--- src/rtl/spi_reg_controller.sv ---
// SPI register-access controller: turns received SPI bytes into req/ack register
// reads and writes, and returns read data through the peripheral's tx load port.
module spi_reg_controller #(
  parameter int         BUS_TIMEOUT = 16,
  parameter logic [7:0] RD_ERR_BYTE = 8'hEE
) (
  input  logic       i_clk,
  input  logic       i_rst_n,
  input  logic       i_rxDataValid,
  input  logic [7:0] i_rxData,
  output logic       o_txDataValid,
  output logic [7:0] o_txData,
  input  logic       i_spiCs_n,
  output logic       o_busReq,
  output logic       o_busWe,
  output logic [6:0] o_busAddr,
  output logic [7:0] o_busWdata,
  input  logic       i_busAck,
  input  logic [7:0] i_busRdata,
  output logic       o_busy,
  output logic       o_err
);

  localparam logic [2:0] S_IDLE    = 3'd0;
  localparam logic [2:0] S_CMD     = 3'd1;
  localparam logic [2:0] S_WR_WAIT = 3'd2;
  localparam logic [2:0] S_WR_BUS  = 3'd3;
  localparam logic [2:0] S_RD_BUS  = 3'd4;
  localparam logic [2:0] S_RD_LOAD = 3'd5;
  localparam logic [2:0] S_RD_WAIT = 3'd6;

  localparam int               CNT_W    = $clog2(BUS_TIMEOUT);
  localparam logic [CNT_W-1:0] CNT_LAST = CNT_W'(BUS_TIMEOUT - 1);
  localparam logic [CNT_W-1:0] CNT_ONE  = CNT_W'(1);

  logic             r_cs_meta, r_cs_sync, r_cs_prev;
  logic [2:0]       r_state;
  logic [6:0]       r_addr;
  logic             r_bus_req, r_bus_we;
  logic [6:0]       r_bus_addr;
  logic [7:0]       r_bus_wdata;
  logic [CNT_W-1:0] r_cnt;
  logic             r_tx_valid;
  logic [7:0]       r_tx_data;
  logic             r_err, r_busy;

  logic       w_cs_fall, w_cs_high, w_ack, w_timeout, w_bus_done;
  logic [2:0] w_state_nxt;
  logic       w_issue, w_issue_we;
  logic [6:0] w_issue_addr, w_addr_nxt;
  logic [7:0] w_issue_wdata, w_tx_byte;
  logic       w_tx_load, w_overrun;

  assign w_cs_fall  = r_cs_prev & ~r_cs_sync;
  assign w_cs_high  = r_cs_sync;
  assign w_ack      = r_bus_req & i_busAck;
  assign w_timeout  = r_bus_req & ~i_busAck & (r_cnt == CNT_LAST);
  assign w_bus_done = w_ack | w_timeout;

  // Chip select is asynchronous: two sync flops plus a delayed copy for edge detect
  always_ff @(posedge i_clk or negedge i_rst_n) begin
    if (!i_rst_n) begin
      r_cs_meta <= 1'b1;
      r_cs_sync <= 1'b1;
      r_cs_prev <= 1'b1;
    end else begin
      r_cs_meta <= i_spiCs_n;
      r_cs_sync <= r_cs_meta;
      r_cs_prev <= r_cs_sync;
    end
  end

  // A CS release still lets the current rx byte be latched, but then forces IDLE
  always_comb begin
    w_state_nxt   = r_state;
    w_issue       = 1'b0;
    w_issue_we    = 1'b0;
    w_issue_addr  = r_addr;
    w_issue_wdata = r_bus_wdata;
    w_addr_nxt    = r_addr;
    w_tx_load     = 1'b0;
    w_tx_byte     = r_tx_data;
    w_overrun     = 1'b0;
    case (r_state)
      S_IDLE: begin
        if (w_cs_fall) w_state_nxt = S_CMD;
        else           w_state_nxt = S_IDLE;
      end
      S_CMD: begin
        if (i_rxDataValid) begin
          w_addr_nxt = i_rxData[6:0];
          if (w_cs_high) begin
            w_state_nxt = S_IDLE;
          end else if (i_rxData[7]) begin
            w_state_nxt  = S_RD_BUS;
            w_issue      = 1'b1;
            w_issue_addr = i_rxData[6:0];
          end else begin
            w_state_nxt = S_WR_WAIT;
          end
        end else if (w_cs_high) begin
          w_state_nxt = S_IDLE;
        end else begin
          w_state_nxt = S_CMD;
        end
      end
      S_WR_WAIT: begin
        if (w_cs_high) begin
          w_state_nxt = S_IDLE;
        end else if (i_rxDataValid) begin
          w_state_nxt   = S_WR_BUS;
          w_issue       = 1'b1;
          w_issue_we    = 1'b1;
          w_issue_wdata = i_rxData;
        end else begin
          w_state_nxt = S_WR_WAIT;
        end
      end
      S_WR_BUS: begin
        w_overrun = i_rxDataValid;
        if (w_cs_high) begin
          w_state_nxt = S_IDLE;
        end else if (w_bus_done) begin
          w_addr_nxt  = r_addr + 7'd1;
          w_state_nxt = S_WR_WAIT;
        end else begin
          w_state_nxt = S_WR_BUS;
        end
      end
      S_RD_BUS: begin
        w_overrun = i_rxDataValid;
        if (w_cs_high) begin
          w_state_nxt = S_IDLE;
        end else if (w_ack) begin
          w_tx_load   = 1'b1;
          w_tx_byte   = i_busRdata;
          w_state_nxt = S_RD_LOAD;
        end else if (w_timeout) begin
          w_tx_load   = 1'b1;
          w_tx_byte   = RD_ERR_BYTE;
          w_state_nxt = S_RD_LOAD;
        end else begin
          w_state_nxt = S_RD_BUS;
        end
      end
      S_RD_LOAD: begin
        w_overrun  = i_rxDataValid;
        w_addr_nxt = r_addr + 7'd1;
        if (w_cs_high) w_state_nxt = S_IDLE;
        else           w_state_nxt = S_RD_WAIT;
      end
      S_RD_WAIT: begin
        if (w_cs_high) begin
          w_state_nxt = S_IDLE;
        end else if (i_rxDataValid) begin
          w_state_nxt = S_RD_BUS;
          w_issue     = 1'b1;
        end else begin
          w_state_nxt = S_RD_WAIT;
        end
      end
      default: w_state_nxt = S_IDLE;
    endcase
  end

  // FSM, address pointer and the tx/status output registers
  always_ff @(posedge i_clk or negedge i_rst_n) begin
    if (!i_rst_n) begin
      r_state    <= S_IDLE;
      r_addr     <= 7'd0;
      r_tx_valid <= 1'b0;
      r_tx_data  <= 8'd0;
      r_err      <= 1'b0;
      r_busy     <= 1'b0;
    end else begin
      r_state    <= w_state_nxt;
      r_addr     <= w_addr_nxt;
      r_tx_valid <= w_tx_load;
      r_tx_data  <= w_tx_byte;
      r_err      <= w_timeout | w_overrun;
      r_busy     <= (w_state_nxt != S_IDLE);
    end
  end

  // Bus master: request survives an FSM abort so the req/ack handshake always completes
  always_ff @(posedge i_clk or negedge i_rst_n) begin
    if (!i_rst_n) begin
      r_bus_req   <= 1'b0;
      r_bus_we    <= 1'b0;
      r_bus_addr  <= 7'd0;
      r_bus_wdata <= 8'd0;
      r_cnt       <= '0;
    end else if (w_issue) begin
      r_bus_req   <= 1'b1;
      r_bus_we    <= w_issue_we;
      r_bus_addr  <= w_issue_addr;
      r_bus_wdata <= w_issue_wdata;
      r_cnt       <= '0;
    end else if (w_bus_done) begin
      r_bus_req <= 1'b0;
      r_cnt     <= '0;
    end else if (r_bus_req) begin
      r_cnt <= r_cnt + CNT_ONE;
    end else begin
      r_cnt <= r_cnt;
    end
  end

  assign o_txDataValid = r_tx_valid;
  assign o_txData      = r_tx_data;
  assign o_busReq      = r_bus_req;
  assign o_busWe       = r_bus_we;
  assign o_busAddr     = r_bus_addr;
  assign o_busWdata    = r_bus_wdata;
  assign o_busy        = r_busy;
  assign o_err         = r_err;

endmodule

--- config.mk ---
export PLATFORM = sky130hd
export DESIGN_NAME = spi_reg_controller
export DESIGN_NICKNAME = d
export VERILOG_FILES = /design/src/rtl/spi_reg_controller.sv
export SDC_FILE = /design/constraint.sdc
export NUM_CORES = 1
export LEC_CHECK = 0
export ABC_AREA = 1
export CAP_MARGIN = 0
export CORE_MARGIN = 10
export CORE_UTILIZATION = 54
export DETAILED_ROUTE_END_ITERATION = 16
export PLACE_DENSITY = 0.88
export SYNTH_ARGS = -nofsm -noshare
export SYNTH_HDL_FRONTEND = slang
export SYNTH_SLANG_ARGS = --single-unit
--- constraint.sdc ---
create_clock -name i_clk -period 3.1 [get_ports i_clk]
set_clock_uncertainty 0.2 [all_clocks]
set_input_delay 0.62 -clock i_clk [delete_from_list [all_inputs] [get_ports i_clk]]
set_output_delay 0.62 -clock i_clk [all_outputs]
set_load 0.03 [all_outputs]
==> flow_metrics.tcl <==
set metrics [dict create \
    status "completed" \
    p_per_area_nw_per_um2 752 \
    worstSetupPathType "flip-flop to output pin" \
    synth_compound_area_share_pct 7.42 \
    syn_area_sq_um 2210 \
    cts_tree "done" \
    synth_edf_count 0 \
    syn_inst 261 \
    crit_cells 1 \
    die-width_microns 84.0 \
    worstHoldStart "r_cs_meta" \
    timing.hold.ws_ns 0.159 \
    insertion_delay_ns 0.30 \
    dieArea_sq_um 7050 \
    cts_resized 0 \
    first_pass_iters 4 \
    required_ns 2.28 \
    ys_seq_area_share_pct 51.2 \
    yosysUniqueCellTypes 28 \
    r2r_end "o_busAddr[4]" \
    h-tree-depth 2 \
    synth_xor_area_share_pct 0.793 \
    cp.arrival_ns 1.45 \
    rsz0062_at_grt "false" \
    drv_cap 0 \
    hold_viol_final 0 \
    hold_class "flip-flop to flip-flop" \
    num-nets-final 335 \
    endpoint "o_busReq" \
    cts-root-buf "clkbuf_8" \
    ctsLongestPathBuffers 2 \
    worst_path_dominant_cell_family "buffers and inverters" \
    synth_area_leaders "dfrtp_1 48%, nand2_1 14%, nand3_1 5.9%, nor2_1 4.9%, dfstp_2 3.6%" \
    ir_drop_uv 469 \
    grt_pass1_wl_microns 8710 \
    start_util_pct 55.6 \
    syn_nets 284 \
    num_rows 23 \
    synth_top_family_by_area "simple AND/OR/NAND/NOR gates" \
    dpl.cell_count 355 \
    reg2reg_depth 5 \
    r2r-start "r_state[2]" \
    cts_buffers 5 \
    path_clk_slew_ns 0.07 \
    slew_headroom_pct 35.5 \
    sequentialPowerShare_pct 43.5 \
    muxShareOfSynthArea_pct 2.04 \
    wire_per_inst_microns 14.2 \
    layout_min_cycle_time_ns 2.27 \
    p_switching_w 0.000819 \
    cp-startpoint "o_busReq" \
    drive_gt1_share_pct 12.5 \
    routed_wl_microns 5150 \
    power.total_w 0.00210 \
    gr-total-overflow 0 \
    antenna_found_initial 0 \
    timing.fmax_mhz 440 \
    ys_warn_count 0 \
    portBuffers 48 \
    grt_util_all_layers_pct 14.9 \
    cts_sinks 45 \
    avgSynthCellArea_sq_um 8.46 \
    postCtsSetupRepairBufs 0 \
    p_sw_share_pct 38.9 \
    synth_top_area_share_pct 47.6 \
    place_congestion 0.875 \
    critPathBufInv 1 \
    p_int_w 0.00128 \
    drt_iter0_drc 133 \
    die_h_microns 84.0 \
    finalSetupViolCount 0 \
    n_antenna_cell 0 \
    tightest_slew_ns 0.967 \
    drc 0 \
    async_reset_ff_share_pct 100 \
    fin_cells 363 \
    period_share_pct 73.3 \
    synth_ff_type "dfrtp_1" \
    cts-hold-fix-buffers 0 \
    grt_max_degree 46 \
    power_leakage_nw 1.38 \
    critPathMaxFanout 6 \
    num_io_pins 49 \
    worstPathCellList "clkdlybuf4s50_1" \
    viasPerCell 5.11 \
    core-area_sq_um 3970 \
    ff2ff_setup_slack_ns 1.33 \
    worstSetupStartpointType "flip-flop" \
    fin_util_pct 70.5 \
    routed-via-count 1856 \
    pwr-share-clk_pct 17.5 \
    crit_path_top_delay_cell "clkdlybuf4s50_1" \
    synth_top_area_cell "dfrtp_1" \
    max_stage_delay_ns 0.71 \
    slew_violations 0 \
    yosys.area_share.adder_pct 1.13 \
    area_delta_synth_final_pct 26.7 \
    grt_pass1_vias 1835 \
    p_comb_share_pct 39.0 \
    setup_tns_ns 0 \
    ant_nets 0 \
    end_kind "output pin" \
    yosys.area_share.simple_pct 31.3 \
    dp_hpwl_microns 4000 \
    ys_seq_elements 45 \
]
metrics by stage:
step	setup WS (ns)	area (sq um)
global route	0.788	2800
finish	0.828	2800
detailed placement	0.814	2710
floorplan	1.50	2210
CTS	0.819	2800
global placement	0.849	2710
cells in the final DEF, fill, tap and decap left out, types with 4 or more instances in the layout:
cell / count
clkdlybuf4s50_1: 47
inv_1: 19
nand2_1: 81
nor2_1: 29
clkbuf_8: 6
o211ai_1: 7
mux2_2: 4
dfrtp_1: 42
inv_2: 6
nand2_2: 5
o21ai_0: 11
nand3_1: 26
layout make-up:
| type | instances | area [sq um] |
|---|---|---|
| tap | 50 | 62.6 |
| inverter | 26 | 98.8 |
| multi-input combinational | 186 | 942 |
| timing repair buffer | 48 | 475 |
| sequential | 45 | 1130 |
| fill | 318 | 1170 |
| clock buffer | 8 | 90.1 |
power groups by stage:
stage | Combinational, W | Sequential (W) | Clock (W)
2_1_floorplan | 0.000300 | 0.00109 | 0
3_3_place_gp | 0.000811 | 0.000916 | 0
3_5_place_dp | 0.000829 | 0.000923 | 0
4_1_cts | 0.000832 | 0.000914 | 0.000377
5_1_grt | 0.000890 | 0.000939 | 0.000401
6_report | 0.000820 | 0.000916 | 0.000368
registers in the layout, indices dropped and copies added (netlist names):
signal,flops
o_txData,8
r_state,3
r_cs_sync,1
o_err,1
o_busWe,1
o_busAddr,7
r_cs_meta,1
o_txDataValid,1
r_cs_prev,1
o_busy,1
r_cnt,4
o_busReq,1
r_addr,7
o_busWdata,8
cells in the mapped netlist, drive strengths merged (2+ instances only):
library cell,number
nand2,89
dfrtp,42
nor2,33
nand3,27
inv,25
o21ai,12
o211ai,7
mux2,4
nor3,4
buf,3
dfstp,3
ha,2
o21bai,2
xor2,2
routing by layer:
metal  share of wire [%]  track usage, %  up-vias
met5                   0               0        -
met3                 7.8            5.86        9
met1                  42            17.2      854
met4                 1.6            4.57        0
li1                    -               -      930
met2                  48            24.6       63
how the worst min path moves through the flow:
stage,endpoint,slack [ns],cells after the start
final,r_cs_sync,0.16,0
after global routing,r_cs_sync,0.16,0
after CTS,r_cs_sync,0.16,0
after detailed placement,r_cs_sync,0.15,0
after global placement,r_cs_sync,0.15,0
after floorplan,o_busAddr[0],0.12,0
kinds of logic after synthesis:
group                      Yosys count
and+or+nand+nor                    155
buffers and inverters               30
adders and majority gates            2
xor gates and xnor gates             2
DFF                                 45
muxes                                4
AOI/OAI and AO/OA                   23
Power figures use the tool's default switching activity.
==> RTL edit: new RTL, same flow settings <==
Take the reset off `r_addr` and `r_tx_data` and load them in a clocked block of their own.
--- a/src/rtl/spi_reg_controller.sv
+++ b/src/rtl/spi_reg_controller.sv
@@ -167,19 +167,20 @@
   always_ff @(posedge i_clk or negedge i_rst_n) begin
     if (!i_rst_n) begin
       r_state    <= S_IDLE;
-      r_addr     <= 7'd0;
       r_tx_valid <= 1'b0;
-      r_tx_data  <= 8'd0;
       r_err      <= 1'b0;
       r_busy     <= 1'b0;
     end else begin
       r_state    <= w_state_nxt;
-      r_addr     <= w_addr_nxt;
       r_tx_valid <= w_tx_load;
-      r_tx_data  <= w_tx_byte;
       r_err      <= w_timeout | w_overrun;
       r_busy     <= (w_state_nxt != S_IDLE);
     end
+  end
+
+  always_ff @(posedge i_clk) begin
+    r_addr    <= w_addr_nxt;
+    r_tx_data <= w_tx_byte;
   end
 
   // Bus master: request survives an FSM abort so the req/ack handshake always completes
Function: differs if i_rst_n is asserted again (counterexample within 10 cycles, from zero or initial values and one cycle with i_rst_n low); with i_rst_n held inactive, the same outputs for 10 cycles.
==> RTL edit against the original RTL <==
Global-route usage rose by 0.17 points. Setup slack improved by 74 ps. Critical path type unchanged. Sequential cell count is the same. Highest routed layer unchanged. Synthesized area decreased by 4.9%. Final area decreased by 3.2%. Power is 11% lower. Synthesized cell count down 16%. Routed wire length shrank 7.2%.
==> RTL edit: results <==
{
  "place_hpwl_um": 3580,
  "wl_um": 4784,
  "fin_hold_ws_ps": 171.7,
  "yosysWarnings": 0,
  "antenna_found_initial": 0,
  "fin_cells": 323,
  "crit_path_top_delay_cell": "clkdlybuf4s50_1",
  "grt_pass1_vias": 1682,
  "worstMarginPinSlew_ps": 382.4,
  "dr.pass1.iters": 4,
  "cts_inserted_buffers": 5,
  "timing.rr.start": "r_cnt[0]",
  "worst-r2r-setup-slack_ps": 1270,
  "synth_enable_flop_cells": 15,
  "r2r-end": "r_addr[0]",
  "r2r_cells": 8,
  "viasPerCell": 5.180,
  "worstPathArrival_ps": 1380,
  "nets": 297,
  "ctsResizeCount": 0,
  "path_clk_slew_ps": 80,
  "fillCellCount": 278,
  "p_leak_nw": 1.233,
  "cts_setup_buffers": 0,
  "syn-mean-instance-area_um2": 9.549,
  "async_flop_share_pct": 66.67,
  "drive_above_1_share_pct": 13.09,
  "slowest_delay_ps": 700,
  "hp-class": "reg2reg",
  "drt_iter0_markers": 98,
  "port_buffers": 48,
  "grt_max_degree": 31,
  "synth_common_cells": "55 x nand2_1, 27 x dfrtp_1, 24 x nand3_1",
  "syn_nets": 243,
  "yosysSeqAreaShare_pct": 57.36,
  "grt_pass1_wl_um": 7935,
  "whs_endpoint": "r_cs_sync",
  "use_met2_pct": 26.05,
  "synthTopCellsByArea": "dfrtp_1 32%, edfxtp_1 21%, nand2_1 9.8%, nand3_1 5.7%, inv_1 4.1%",
  "antennaDiodeCount": 0,
  "met1_usage_pct": 17.50,
  "place_ws_ps": 803.6,
  "status": "completed",
  "htree_levels": 2,
  "grt_usage_pct": 15.05,
  "setup_viol_count_final": 0,
  "crit_path_max_fanout": 4,
  "ir_worst_vdd_mv": 0.4981,
  "worstHoldPathCells": 0,
  "globalplace.congestion": 0.8631,
  "grt_util_met3_pct": 5.184
}
-- RTL edit: final cells by class --
type	count	area share [%]
well taps	48	2.216
clock buffers	7	2.816
repair buffers	50	18.28
clock inverters	1	0.2770
inverters	27	3.740
flip-flops and latches	45	44.46
multi-input cells	145	28.21
-- RTL edit: kinds of logic after synthesis --
logic type / after synthesis / synth area share [%]
flops: 45 / 57.36
buf+inv: 30 / 6.253
fa+ha+maj: 2 / 1.191
compound gates: 28 / 8.814
simple gates: 112 / 25.13
xor+xnor: 3 / 1.251
-- RTL edit: how the worst max path moves through the flow --
stage                         from   endpoint  slack (ps)  cells after the start
final                     o_busReq   o_busReq         900                      1
after global routing      o_busReq   o_busReq         850                      1
after CTS                 o_busReq   o_busReq         880                      1
after detailed placement  i_busAck  r_addr[6]         800                      6
after global placement    i_busAck  r_addr[6]         850                      6
after floorplan           o_busReq  r_addr[0]        1120                      6
-- RTL edit: routing by layer --
metal,part of all wire (%),vias to the layer above
met3,6.6,4
met5,0,-
met2,50,51
li1,-,829
met1,43,789
met4,0.44,0
-- RTL edit: through the flow --
step / instance area [um2] / total power [mW]
after global routing: 2710 / 1.988
final: 2710 / 1.880
after CTS: 2710 / 1.896
after detailed placement: 2626 / 1.546
after floorplan: 2101 / 1.245
after global placement: 2626 / 1.537
-- RTL edit: power by group --
group,leakage [nW],internal (mW),switching (mW)
Clock,0.0385,0.159,0.189
Sequential,0.538,0.752,0.0922
Combinational,0.657,0.289,0.398
